===== src/rtl/icache_rv32_pkg.sv =====
// Shared RV32 constants and the I-cache controller state encoding.
package icache_rv32_pkg;

  localparam int unsigned XLEN = 32;
  localparam logic [XLEN-1:0] RV32_NOP = 32'h0000_0013;

  typedef enum logic [1:0] {
    IC_IDLE      = 2'd0,
    IC_REFILL    = 2'd1,
    IC_FILL_DONE = 2'd2
  } ic_state_e;

endpackage


===== src/rtl/icache_rv32_mem.sv =====
// Tag and data storage for the direct-mapped I-cache: async read, synchronous write.
module icache_mem_rv32
  import icache_rv32_pkg::*;
#(
  parameter int unsigned LINES = 16,
  parameter int unsigned WORDS = 4,
  parameter int unsigned TW    = 24
) (
  input  logic                     clk_i,
  input  logic [$clog2(LINES)-1:0] rd_idx_i,
  input  logic [$clog2(WORDS)-1:0] rd_off_i,
  output logic [XLEN-1:0]          rd_data_o,
  output logic [TW-1:0]            rd_tag_o,
  input  logic [$clog2(LINES)-1:0] wr_idx_i,
  input  logic                     wr_data_en_i,
  input  logic [$clog2(WORDS)-1:0] wr_off_i,
  input  logic [XLEN-1:0]          wr_data_i,
  input  logic                     wr_tag_en_i,
  input  logic [TW-1:0]            wr_tag_i
);

  logic [XLEN-1:0] data_q [LINES][WORDS];
  logic [TW-1:0]   tag_q  [LINES];

  always_ff @(posedge clk_i) begin
    if (wr_data_en_i) data_q[wr_idx_i][wr_off_i] <= wr_data_i;
    if (wr_tag_en_i)  tag_q[wr_idx_i]            <= wr_tag_i;
  end

  assign rd_data_o = data_q[rd_idx_i][rd_off_i];
  assign rd_tag_o  = tag_q[rd_idx_i];

endmodule


===== src/rtl/icache_rv32.sv =====
// Direct-mapped RV32 instruction cache; combinational hit path, line refill over REQ/ACK.
module icache_rv32
  import icache_rv32_pkg::*;
#(
  parameter int unsigned LINES = 16,
  parameter int unsigned WORDS = 4
) (
  input  logic            iCLK,
  input  logic            iRST,
  input  logic [XLEN-1:0] iPCADDR,
  output logic [XLEN-1:0] oINSTR,
  output logic            oStallI,
  input  logic            iFLUSH,
  output logic [XLEN-1:0] oMemADDR,
  output logic            oMemREQ,
  input  logic            iMemACK,
  input  logic [XLEN-1:0] iMemDATA
);

  localparam int unsigned OB = $clog2(WORDS);
  localparam int unsigned IB = $clog2(LINES);
  localparam int unsigned TW = XLEN - OB - IB - 2;

  ic_state_e       state_q;
  logic [LINES-1:0] valid_q;
  logic [TW-1:0]   ltag_q;
  logic [IB-1:0]   lidx_q;
  logic [OB-1:0]   cnt_q;
  logic            fpend_q;
  logic            req_q;
  logic [XLEN-1:0] addr_q;

  logic [OB-1:0]   pc_off;
  logic [IB-1:0]   pc_idx;
  logic [TW-1:0]   pc_tag;
  logic [XLEN-1:0] rd_data;
  logic [TW-1:0]   rd_tag;
  logic            hit;
  logic            data_we;
  logic            tag_we;
  logic            unused_pc;

  assign pc_off    = iPCADDR[OB+1:2];
  assign pc_idx    = iPCADDR[OB+IB+1:OB+2];
  assign pc_tag    = iPCADDR[XLEN-1:OB+IB+2];
  assign unused_pc = ^iPCADDR[1:0];

  assign hit     = valid_q[pc_idx] && (rd_tag == pc_tag) && (state_q == IC_IDLE);
  assign oStallI = ~hit;
  assign oINSTR  = hit ? rd_data : RV32_NOP;
  assign oMemREQ  = req_q;
  assign oMemADDR = addr_q;

  assign data_we = iRST && (state_q == IC_REFILL) && iMemACK;
  assign tag_we  = iRST && (state_q == IC_FILL_DONE);

  icache_mem_rv32 #(
    .LINES (LINES),
    .WORDS (WORDS),
    .TW    (TW)
  ) u_mem (
    .clk_i        (iCLK),
    .rd_idx_i     (pc_idx),
    .rd_off_i     (pc_off),
    .rd_data_o    (rd_data),
    .rd_tag_o     (rd_tag),
    .wr_idx_i     (lidx_q),
    .wr_data_en_i (data_we),
    .wr_off_i     (cnt_q),
    .wr_data_i    (iMemDATA),
    .wr_tag_en_i  (tag_we),
    .wr_tag_i     (ltag_q)
  );

  always_ff @(posedge iCLK) begin
    if (!iRST) begin
      state_q <= IC_IDLE;
      valid_q <= '0;
      cnt_q   <= '0;
      fpend_q <= 1'b0;
      req_q   <= 1'b0;
      addr_q  <= '0;
    end else begin
      case (state_q)
        IC_IDLE: begin
          if (!hit && !iFLUSH) begin
            state_q         <= IC_REFILL;
            ltag_q          <= pc_tag;
            lidx_q          <= pc_idx;
            cnt_q           <= '0;
            req_q           <= 1'b1;
            addr_q          <= {pc_tag, pc_idx, {(OB+2){1'b0}}};
            valid_q[pc_idx] <= 1'b0;
          end
        end
        IC_REFILL: begin
          if (iMemACK) begin
            if (cnt_q == OB'(WORDS-1)) begin
              req_q   <= 1'b0;
              state_q <= IC_FILL_DONE;
            end else begin
              cnt_q  <= cnt_q + 1'b1;
              addr_q <= addr_q + 32'd4;
            end
          end
        end
        IC_FILL_DONE: begin
          valid_q[lidx_q] <= ~fpend_q;
          fpend_q         <= 1'b0;
          state_q         <= IC_IDLE;
        end
        default: state_q <= IC_IDLE;
      endcase
      // A flush in FILL_DONE needs no pending flag: clearing all valids here already covers the line.
      if (iFLUSH) begin
        valid_q <= '0;
        if (state_q == IC_REFILL) fpend_q <= 1'b1;
      end
    end
  end

endmodule

===== config.mk =====
export PLATFORM = sky130hd
export DESIGN_NAME = icache_rv32
export DESIGN_NICKNAME = d
export VERILOG_FILES = /design/src/rtl/icache_rv32_pkg.sv /design/src/rtl/icache_rv32_mem.sv /design/src/rtl/icache_rv32.sv
export SDC_FILE = /design/constraint.sdc
export NUM_CORES = 2
export LEC_CHECK = 0
export ABC_CLOCK_PERIOD_IN_PS = 8200
export CORE_UTILIZATION = 55
export DETAILED_ROUTE_END_ITERATION = 8
export DONT_BUFFER_PORTS = 1
export PLACE_DENSITY = 0.78
export SYNTH_ARGS = -nofsm -noshare
export SYNTH_HDL_FRONTEND = slang
export SYNTH_SLANG_ARGS = --single-unit
export TNS_END_PERCENT = 100

===== constraint.sdc =====
create_clock -name iCLK -period 8.2 [get_ports iCLK]
set_clock_uncertainty 0.05 [all_clocks]
set_input_delay 1.23 -clock iCLK [delete_from_list [all_inputs] [get_ports iCLK]]
set_output_delay 1.23 -clock iCLK [all_outputs]
set_load 0.05 [all_outputs]

# Word level (Yosys, flattened, before mapping)
# Memory sizes are Yosys's and may differ from the RTL's.
# Index checks and enable logic that the tools add are counted.
# Widths: inputs -> output; s select.
[classes] n_lt_le_gt_ge=7 n_eq_ne=8 n_reduce_logical=20 muxes=38 addsub=2 n_bitwise=7
[ops] operator="$mux 32" count=7
[ops] operator="$mux 128" count=1
[ops] operator="$bmux 32 s2" count=1
[ops] operator="$demux 32 s2" count=1
[ops] operator="$pmux 32 s2" count=1
[ops] operator="$add 32x3->32 const B" count=1
[ops] operator="$pmux 16 s2" count=1
[ops] operator="$eq 24x24->1" count=1
[ops] operator="$and 16x16->16" count=1
[ops] operator="$bwmux 16" count=1
[ops] operator="$mux 16" count=1
[ops] operator="$not 16->16" count=1
[ops] operator="$mux 1" count=12
[ops] operator="$mux 2" count=6
[ops] operator="$lt 4x5->1 const B" count=2
[ops] operator="$logic_and 1x1->1" count=9
[ops] operator="$demux 1 s4" count=2
[ops] operator="$ge 4x1->1 const B" count=2
[ops] operator="$pmux 2 s2" count=2
[ops] operator="$reduce_and 4->1" count=2
[ops] operator="$ge 3x3->1 const B" count=2
[ops] operator="$not 2->3" count=2
[ops] operator="$reduce_and 3->1" count=2
[ops] operator="$bmux 1 s4" count=1
[ops] operator="other kinds (13)" count=20
[word_totals] in_bits=68 memories=2 elab_cells=92 ramBits=2432 ff_bits=82 out_inout_bits=66
[mem_list] name="u_mem.data_q" words=16 word_bits=128 rd=1 rd_ports_with_merged_regs=0 wr=1 line="icache_rv32_mem.sv:22" rtl="logic [XLEN-1:0] data_q [LINES][WORDS];"
[mem_list] name="u_mem.tag_q" words=16 word_bits=24 rd=1 rd_ports_with_merged_regs=0 wr=1 line="icache_rv32_mem.sv:23" rtl="logic [TW-1:0] tag_q [LINES];"

# Longest topological paths before layout
[depth] depth_word=8 ltp_mapped=15 ltp_nobuf=10

# By module
# A second synthesis with hierarchy kept.
[unflattened] cells_unflattened=4348 area_unflattened_um2=96657.7
[by_module_without_submodules] module="icache_mem_rv32" area_per_inst_um2=92070.8 cells_each=3852 n_inst=1 seq_area_each_um2=73030.0
[by_module_without_submodules] module="icache_rv32" area_per_inst_um2=4586.9 cells_each=496 n_inst=1 seq_area_each_um2=1881.8

# Worst setup path before layout
# Ideal clock, no wire load.
[synth_path] kind="input -> output" start="in iPCADDR[5]" end="out oINSTR[27]" t_arrival_ns=4.352 required_ns=6.920 stages=13 setup_slack_ns=2.568 n_path_buf=5 path_cell_list="buf_2 > buf_4 > buf_2 > mux4_2 > a221oi_1 > a31oi_1 > nor3_1 > a31oi_1 > a211oi_1 > nand4_1 > buf_2 > buf_2 > nor2b_1"
[synth_via] elab_chain_cells=5
[synth_lines] element="start: declaration" line="icache_rv32.sv:10" rtl="input logic [XLEN-1:0] iPCADDR,"
[synth_lines] element="$mem_v2 16x24, or another cell as far along"
[synth_lines] element="$eq 24x24->1, or another cell as far along" line="icache_rv32.sv:48" rtl="assign hit = valid_q[pc_idx] && (rd_tag == pc_tag) && (state_q == IC_IDLE);"
[synth_lines] element="$logic_and 1x1->1 / $mux 32 (equally long branches) (2 in a row)" line="icache_rv32.sv:48, icache_rv32_mem.sv:30"
[synth_lines] element="$mux 32 (*)" line="icache_rv32.sv:50" rtl="assign oINSTR = hit ? rd_data : RV32_NOP;"
[synth_lines] element="end: declaration" line="icache_rv32.sv:11" rtl="output logic [XLEN-1:0] oINSTR,"
# Every way passes the cells marked *; elsewhere a longest branch is shown, timed or not. The select of a mux whose other input is x is not followed.

# Worst setup path after layout
[layout_path] start="in iPCADDR[5]" end="out oINSTR[10]"
# Same word-level chain as after synthesis.

==> out/results.ini <==
[floorplanning]
start_util_pct=55.3
num_rows=154
design.core.area_um2=176000
fp.dieW_um=423
pin_count=134
dieArea_um2=179000
die_h_um=423

[yosys]
synthFlopType=edfxtp_1
synth_cell_types=53
synth_edf_count=2460
synth_seq_cells=2512
synthCells=4231
syn_area_um2=97300
yosys.area.top_type_share_pct=75.9
synth_area_leaders=edfxtp_1 76%, mux4_2 17%, dfxtp_1 1.1%
synthArstFlopShare_pct=0
synth_warnings=0
yosysSeqAreaShare_pct=77.0
yosysTopAreaCell=edfxtp_1
syn_area_per_cell_um2=23.0

[drt]
drt_wl_total_um=271000
firstDrtPassIters=6
final_antenna_net_count=0
route.detailed.wl_per_inst_um=39.4
first_iter_violations=7577
vias_per_cell=7.15
drcViolationCount=0
vias=49300

[final_layout]
layoutNonFillerInstCount=6891
fin_nets=4426
drive_gt1_share_pct=28.1
fillCellCount=11000
multi_input_area_um2=21900
seq_area_um2=74900
area_growth_pct=11.0

[clock_network]
cts_sinks=2512
postCtsHoldBufs=0
cts_tree=done
clock_tree.root_cell=clkbuf_16
cts_setup_buffers=0
cts-buffers-inserted=224
clkTransAtPathRegs_ps=60
insertion_delay_ps=850
h-tree-depth=4
ctsResizeCount=0
cts_buffer_depth=3

[outcome]
violations=slew limit, setup timing
status=complete, but fails checks

[grt]
antenna_found_initial=10
grt_pass1_vias=49500
overflow=0
track_usage_pct=30.3
grt_max_degree=646
grt_pass1_wl_um=376000

[sta]
setup_violations=29
fmax_ghz=0.119
setup_tns_ps=-3980
worstMarginPinSlew_ps=3470
post-route-min-period_ps=8430
setup_ws_ps=-234
drv_slew=584
hold_viol=0
rsz0062_at_grt=false
slew_headroom_pct=-132
post-route-period-util_pct=103

[setup_path]
crit_arrival_ps=7150
path_class=input pin to output port
start_kind=input pin
cp.required_ps=6920
crit_path_end_kind=output port
cp_max_fo=645

[power]
vdd_drop_max_mv=0.202
power.density_nw_per_um2=237
p_leak_uw=0.0330
p_total_uw=25600

[run]
maxCapViolCount=0

[placement]
port_buffers=0
dp.cells=6462
dpl.hpwl_um=120000
gp_congestion=0.834

[min_path]
hold_class=input pin to register

## per-layer routing
metal  global-route usage [%]  routed length, um  up-vias
li1                         -                  -    18300
met1                     38.9              89200    25800
met2                     48.4             132000     4367
met3                     7.95              34600      818
met4                     14.8              15100        8
met5                        0                 66        -
## cells in the final DEF, fill, tap and decap left out, types with 52 or more instances in the layout
master / n
nor2_4: 80
buf_4: 115
mux2i_1: 71
clkbuf_16: 227
nor2b_1: 59
dfxtp_1: 52
nand2_1: 109
mux4_2: 750
clkinv_1: 60
edfxtp_1: 2460
## critical path: stages
cell and delay, ps:
mux4_2 1630, mux2i_1 500, o32a_1 260, a21oi_1 70
a21oi_1 110, and3_1 150, nand4_1 560, buf_4 530
nor2b_1 280, buf_4 250
## registers in the layout, summed over array words and instances (netlist names)
register,cells
u_mem.data_q,2048
u_mem.tag_q,384
oMemADDR,30
ltag_q,24
valid_q,16
lidx_q,4
cnt_q,2
state_q,2
fpend_q,1
oMemREQ,1
## power by group
group	switching [uW]	total, uW	internal (uW)
clock network	4770	10500	5730
registers	70.7	14200	14100
logic	403	918	515
## per-stage QoR
| stage | area [um^2] | utilization (%) | setup WS [ps] | hold slack, ps |
|---|---|---|---|---|
| after CTS | 108000 | 61.3 | 1750 | 352 |
| after detailed placement | 101000 | 57.2 | 1730 | 438 |
| after floorplan | 97300 | - | 2570 | 406 |
| after global routing | 108000 | 61.4 | 549 | 363 |
| final | 108000 | 61.4 | -234 | 403 |
| after global placement | 101000 | 57.2 | 1820 | 421 |
## final timing paths
| kind | start | endpoint | slack (ps) | cells after the start |
|---|---|---|---|---|
| max | iPCADDR[5] | oINSTR[10] | -230 | 10 |
| min reg2reg | valid_q[11] | valid_q[11] | 450 | 2 |
| min | iMemDATA[3] | u_mem.data_q[3][99] | 400 | 0 |
| max reg2reg | u_mem.tag_q[11][12] | oMemADDR[21] | 3580 | 10 |
## kinds of logic (layout without fill, tap and decap cells)
logic type | after synthesis | count (layout) | synth area share, %
xor+xnor | 36 | 36 | 0.324
fa+ha+maj | 5 | 5 | 0.0643
mux | 832 | 832 | 18.2
other cells | 1 | 10 | 0.00385
buf+inv | 247 | 558 | 1.17
simple gates | 378 | 378 | 1.77
compound gates | 220 | 220 | 1.51
flops | 2512 | 2512 | 77.0
## cell type report
| type | count | area share (%) |
|---|---|---|
| Timing Repair Buffer | 120 | 0.926 |
| Clock inverter | 139 | 1.23 |
| Multi-Input combinational cell | 1473 | 20.3 |
| Clock buffer | 277 | 5.45 |
| Inverter | 22 | 0.0834 |
| Antenna cell | 8 | 0.0185 |
| Tap cell | 2340 | 2.71 |
| Sequential cell | 2512 | 69.3 |
## synthesized netlist by cell type, types with 25 or more instances
cell type	instances
o21ai_0	50
a21oi_1	38
mux2i_1	71
buf_2	70
nand2_1	109
clkbuf_1	94
edfxtp_1	2460
o2bb2ai_1	25
nor2b_1	59
dfxtp_1	52
nand3_1	31
mux4_2	750
nor2_1	129
xnor2_1	27
buf_1	40
Note: power is estimated with default switching activity, not from simulation.
